<file path="config.mk">
export PLATFORM = sky130hd
export DESIGN_NAME = vend_sequencer
export DESIGN_NICKNAME = d
export VERILOG_FILES = /design/src/rtl/vend_sequencer.sv
export SDC_FILE = /design/constraint.sdc
export NUM_CORES = 1
export LEC_CHECK = 0
export BUFFER_PORTS_ARGS = -buffer_cell sky130_fd_sc_hd__buf_2
export CAP_MARGIN = 15
export CELL_PAD_IN_SITES_DETAIL_PLACEMENT = 1
export CELL_PAD_IN_SITES_GLOBAL_PLACEMENT = 1
export CORE_UTILIZATION = 44
export CTS_BUF_LIST = sky130_fd_sc_hd__clkbuf_2
export CTS_CLUSTER_SIZE = 12
export DETAILED_ROUTE_END_ITERATION = 8
export PLACE_DENSITY_LB_ADDON = 0.1
export SLEW_MARGIN = 20
export SYNTH_ARGS = -nofsm -noshare
export SYNTH_HDL_FRONTEND = slang
export SYNTH_SLANG_ARGS = --single-unit
</file>
<file path="constraint.sdc">
create_clock -name clock -period 5.6 [get_ports clock]
set_input_delay 0.28 -clock clock [delete_from_list [all_inputs] [get_ports clock]]
set_output_delay 0.28 -clock clock [all_outputs]
set_load 0.005 [all_outputs]
</file>
<file path="src/rtl/vend_sequencer.sv">
// Vending transaction sequencer: item select, coin collection with credit ceiling,
// dispense handshake, nickel change payout and customer refund.
module vend_sequencer #(
    parameter int PRICE0      = 15,
    parameter int PRICE1      = 20,
    parameter int PRICE2      = 25,
    parameter int PRICE3      = 30,
    parameter int MAX_CREDIT  = 50,
    parameter int TIMEOUT_CYC = 1000
) (
    input  logic       clock,
    input  logic       reset,
    input  logic [1:0] item_number,
    input  logic       select,
    input  logic       nickel_in,
    input  logic       dime_in,
    input  logic       cancel,
    input  logic       disp_ack,
    input  logic       coin_ack,
    output logic       disp_req,
    output logic       coin_req,
    output logic       coin_reject,
    output logic       vend_done,
    output logic       busy,
    output logic [5:0] credit,
    output logic [2:0] state_dbg
);

    // Handshakes: disp_req/coin_req are held high until the matching ack is
    // sampled high on a rising edge; that edge completes the transfer and acks
    // seen while the request is low are ignored.
    typedef enum logic [2:0] {
        S_IDLE     = 3'd0,
        S_COLLECT  = 3'd1,
        S_DISPENSE = 3'd2,
        S_CHANGE   = 3'd3,
        S_REFUND   = 3'd4
    } state_t;

    localparam int TW = $clog2(TIMEOUT_CYC + 1);

    state_t        state;
    logic [TW-1:0] timer;
    logic [5:0]    price;
    logic [5:0]    item_price;
    logic [6:0]    coin_sum;
    logic [6:0]    credit_sum;
    logic [5:0]    credit_nxt;
    logic          any_coin;
    logic          fits;
    logic          credited;
    logic          timed_out;

    assign state_dbg = state;

    always_comb begin
        coin_sum   = (nickel_in ? 7'd5 : 7'd0) + (dime_in ? 7'd10 : 7'd0);
        credit_sum = {1'b0, credit} + coin_sum;
        any_coin   = nickel_in | dime_in;
        fits       = credit_sum <= 7'(MAX_CREDIT);
        credited   = any_coin && fits;
        credit_nxt = credited ? credit_sum[5:0] : credit;
        timed_out  = !credited && (timer == TW'(TIMEOUT_CYC - 1));
        case (item_number)
            2'b00:   item_price = 6'(PRICE0);
            2'b01:   item_price = 6'(PRICE1);
            2'b10:   item_price = 6'(PRICE2);
            default: item_price = 6'(PRICE3);
        endcase
    end

    always_ff @(posedge clock or negedge reset) begin
        if (!reset) begin
            state       <= S_IDLE;
            timer       <= '0;
            price       <= 6'(PRICE0);
            credit      <= '0;
            disp_req    <= 1'b0;
            coin_req    <= 1'b0;
            coin_reject <= 1'b0;
            vend_done   <= 1'b0;
            busy        <= 1'b0;
        end else begin
            coin_reject <= 1'b0;
            vend_done   <= 1'b0;
            case (state)
                S_IDLE: begin
                    coin_reject <= any_coin;
                    if (select) begin
                        price <= item_price;
                        timer <= '0;
                        busy  <= 1'b1;
                        state <= S_COLLECT;
                    end
                end
                S_COLLECT: begin
                    // A cycle's coins are credited or rejected as a whole.
                    coin_reject <= any_coin && !fits;
                    credit      <= credit_nxt;
                    timer       <= credited ? '0 : timer + 1'b1;
                    if (cancel || timed_out) begin
                        if (credit_nxt == 6'd0) begin
                            busy  <= 1'b0;
                            state <= S_IDLE;
                        end else begin
                            coin_req <= 1'b1;
                            state    <= S_REFUND;
                        end
                    end else if (credit >= price) begin
                        disp_req <= 1'b1;
                        state    <= S_DISPENSE;
                    end
                end
                S_DISPENSE: begin
                    coin_reject <= any_coin;
                    if (disp_ack) begin
                        disp_req <= 1'b0;
                        credit   <= credit - price;
                        if (credit != price) begin
                            coin_req <= 1'b1;
                            state    <= S_CHANGE;
                        end else begin
                            vend_done <= 1'b1;
                            busy      <= 1'b0;
                            state     <= S_IDLE;
                        end
                    end
                end
                S_CHANGE, S_REFUND: begin
                    coin_reject <= any_coin;
                    if (coin_req && coin_ack) begin
                        credit <= credit - 6'd5;
                        if (credit == 6'd5) begin
                            coin_req  <= 1'b0;
                            busy      <= 1'b0;
                            vend_done <= (state == S_CHANGE);
                            state     <= S_IDLE;
                        end
                    end else if (credit == 6'd0) begin
                        coin_req <= 1'b0;
                        busy     <= 1'b0;
                        state    <= S_IDLE;
                    end
                end
                default: state <= S_IDLE;
            endcase
        end
    end

endmodule

</file>
==> flow_summary_export.csv <==
group,metric,value,unit
floorplanning,row_count,26,
hold_path,hold_path_class,"primary input to register",
worst_setup_path,path_common_cell,"a2111oi_2",
yosys,synth_top_family_by_area,"compound AO/OA/AOI/OAI gates",
worst_setup_path,critPathMaxStageDelay,530,ps
worst_setup_path,cp_slowest_cell,"o22ai_2",
detailed_routing,dr_total_vias,2311,
clock_network,cts_sinks,29,
pwr,powerDensity,569,nW/um2
floorplanning,pin_count,24,
yosys,synth_area,2430,um2
sta,hold_violations,0,
layout,drive_gt1_share,13.0,%
clock_network,root_buffer,"clkbuf_2",
worst_setup_path,crit_chain,"ha_1, inv_1, fa_1, nor2b_4, a2111oi_2, o31ai_1, a2111oi_2, o22ai_2, nand2_1, or3_1, o21ai_0",
sta,slew-limit-headroom,52.4,%
worst_setup_path,cp_data_required_time,5910,ps
floorplanning,initial_core_util,46.7,%
yosys,synth_seq_cells,29,
layout,seqCellArea,731,um2
clock_network,cts_made_buffers,5,
layout,antenna_cells,0,
clock_network,clock_path_buffers,2,
grt,antenna_found_initial,0,
detailed_routing,wirelength,7090,um
grt,grt_usage,26.4,%
yosys,synth.area.top_cells,"dfrtp_1, ha_1, o21ai_0",
pwr,power.leakage,1.23,nW
clock_network,clkTransAtPathRegs,170,ps
place,placedCellCount,385,
worst_setup_path,reg2regPathDepth,11,
floorplanning,fp.coreArea,5200,um2
worst_setup_path,crit_end,"timer[3]",
outcome,status,"finished, final reports clean",
worst_setup_path,start_kind,"register",
yosys,syn_area_per_cell,8.03,um2
place,place.gp.congestion,0.862,
yosys,synthAdderAreaFrac,10.9,%
worst_setup_path,reg2reg_from,"credit[0]",
layout,stdcell_count,394,
yosys,yosysTopAreaCell,"dfrtp_1",
sta,setup_tns,0,ps
layout,final_util,50.7,%
grt,grt_max_degree,30,
sta,rsz0062_at_grt,"false",
clock_network,cts_tree,"done",
yosys,yosys.area_share.xor_xnor,3.24,%
place,hpwl,5510,um
worst_setup_path,crit_type,"register to register",
pwr,vdd_drop_max,0.000294,V
layout,final_cell_mix,"nand2_1, o21ai_0, nor2_1, dfrtp_1",
yosys,synth_mux_area_share,0.412,%
detailed_routing,drt_iter0_markers,147,
clock_network,cts_resized,0,
worst_setup_path,cp-end-kind,"register",
floorplanning,dieHeight,76.4,um
layout,fill_cells,655,
worst_setup_path,ff2ff_setup_slack,2130,ps
worst_setup_path,timing.rr.end,"timer[3]",
yosys,yosysWarnings,0,
yosys,synth_ff_type,"dfrtp_1",
detailed_routing,post_drt_wl_per_cell,18.0,um
worst_setup_path,arrival,3790,ps
grt,grt_remaining_overflow,0,
layout,layout_commonest_cell,"nand2_1",
sta,max_freq,288,MHz
yosys,synth_nets,333,
sta,tightestPinTransition,709,ps
detailed_routing,drc,0,
yosys,synth_simple_gate_area_share,19.8,%
layout,area_delta_synth_final,8.49,%
yosys,synth_top_area_share,25.7,%
yosys,synth_compound_area_share,30.2,%
sta,finalMaxSlewViolations,0,
flow_run,maxCapViolCount,0,
grt,grt_pass1_vias,2348,
worst_setup_path,crit_start,"credit[0]",
yosys,synth_cell_type_count,58,
sta,finClkSkew,7.83,ps
grt,grt_pass1_wl,12100,um
layout,multi_input_area,1570,um2
clock_network,htree_levels,2,
yosys,synth_edf_count,0,
detailed_routing,drtAntennaViolNets,0,
sta,setup_viol,0,
clock_network,clk_latency,380,ps
sta,post-route-period-util,62.0,%
detailed_routing,first_pass_iters,4,
floorplanning,dieArea,5830,um2
yosys,ys_seq_area_share,30.0,%
place,port_buffers,23,
yosys,syn-instance-count,303,
layout,fin_nets,353,
sta,fin_crit,3470,ps
floorplanning,fp.dieW,76.4,um
worst_setup_path,crit_fanout,16,
yosys,synth-async-reset-ratio,100,%
detailed_routing,drt-vias-per-instance,5.87,
## cell families (layout without fill, tap and decap cells)
group / after synthesis / in the layout
mux: 1 / 1
fa+ha+maj: 20 / 20
compound gates: 109 / 109
xor+xnor: 9 / 9
flops: 29 / 29
simple gates: 101 / 101
buf+inv: 34 / 55
## synthesized netlist by cell type (all sizes together) (2+ instances only)
cell type / number
xnor2: 5
nand2: 34
nand3: 10
o21ai: 31
nor2: 25
inv: 23
xor2: 4
o22a: 2
o31a: 2
a211o: 2
dfstp: 4
clkbuf: 8
or3: 2
dfrtp: 25
a21oi: 23
a31oi: 3
a21o: 11
a22o: 5
o22ai: 5
and2: 7
nor2b: 3
fa: 2
o211ai: 2
nor3: 7
o31ai: 3
a211oi: 3
ha: 18
a2111oi: 2
o311a: 3
nand4: 2
o21a: 2
nor4: 3
buf: 3
## sequential cells by signal, indices dropped and copies added (netlist names), 3 cells and up
signal,count
price,5
state_dbg,3
credit,6
timer,10
## routing by layer
metal / part of all wire, % / vias up / wire length (um) / track usage [%]
li1: - / 1144 / - / -
met3: 4.1 / 8 / 290 / 3.95
met2: 45 / 52 / 3170 / 40.1
met1: 50 / 1107 / 3550 / 38.7
met5: 0 / - / 0 / 0
met4: 1.2 / 0 / 84 / 7.50
## critical path: cells and delay by family (launching register included)
kind | cells | cell delay, ps
fa+ha+maj | 2 | 660
compound gates | 5 | 1200
buf+inv | 1 | 60
flops | 1 | 500
simple gates | 3 | 970
## per-stage QoR
stage | hold slack [ps] | cell area [um2] | power (mW) | worst slack (ps)
after floorplan | -15.6 | 2430 | 1.10 | 2610
after global placement | 356 | 2590 | 1.35 | 2310
after detailed placement | 375 | 2590 | 1.38 | 2170
after CTS | 101 | 2640 | 1.50 | 2130
after global routing | 102 | 2640 | 1.64 | 1850
final | 126 | 2640 | 1.50 | 2130
## final cells by class
class	instances	area share, %
Multi-Input combinational cell	240	59.5
Inverter	23	3.27
Clock buffer	6	1.14
Sequential cell	29	27.7
Timing Repair Buffer	24	4.74
Clock inverter	2	0.379
Tap cell	70	3.32
## how the worst min path moves through the flow
stage	start	endpoint	slack [ps]	depth (start not counted)
after CTS	disp_ack	disp_req	100	2
after global placement	reset	credit[2]	360	1
after detailed placement	reset	credit[0]	370	1
after global routing	disp_ack	disp_req	100	2
final	disp_ack	disp_req	130	2
after floorplan	reset	busy	-20	0
## power by group
group          internal, mW  switching, mW  total (mW)
Sequential            0.285          0.112       0.397
Clock                0.0313         0.0822       0.114
Combinational         0.397          0.594       0.991
Total                 0.714          0.788        1.50
## what timing repair did
item / 4_1_cts / 5_1_grt
hold endpoints to repair: 25 / 0
setup buffers: 0 / 0
setup endpoints to repair: 0 / 0
hold buffers: 1 / 0
Power figures use the tool's default switching activity.
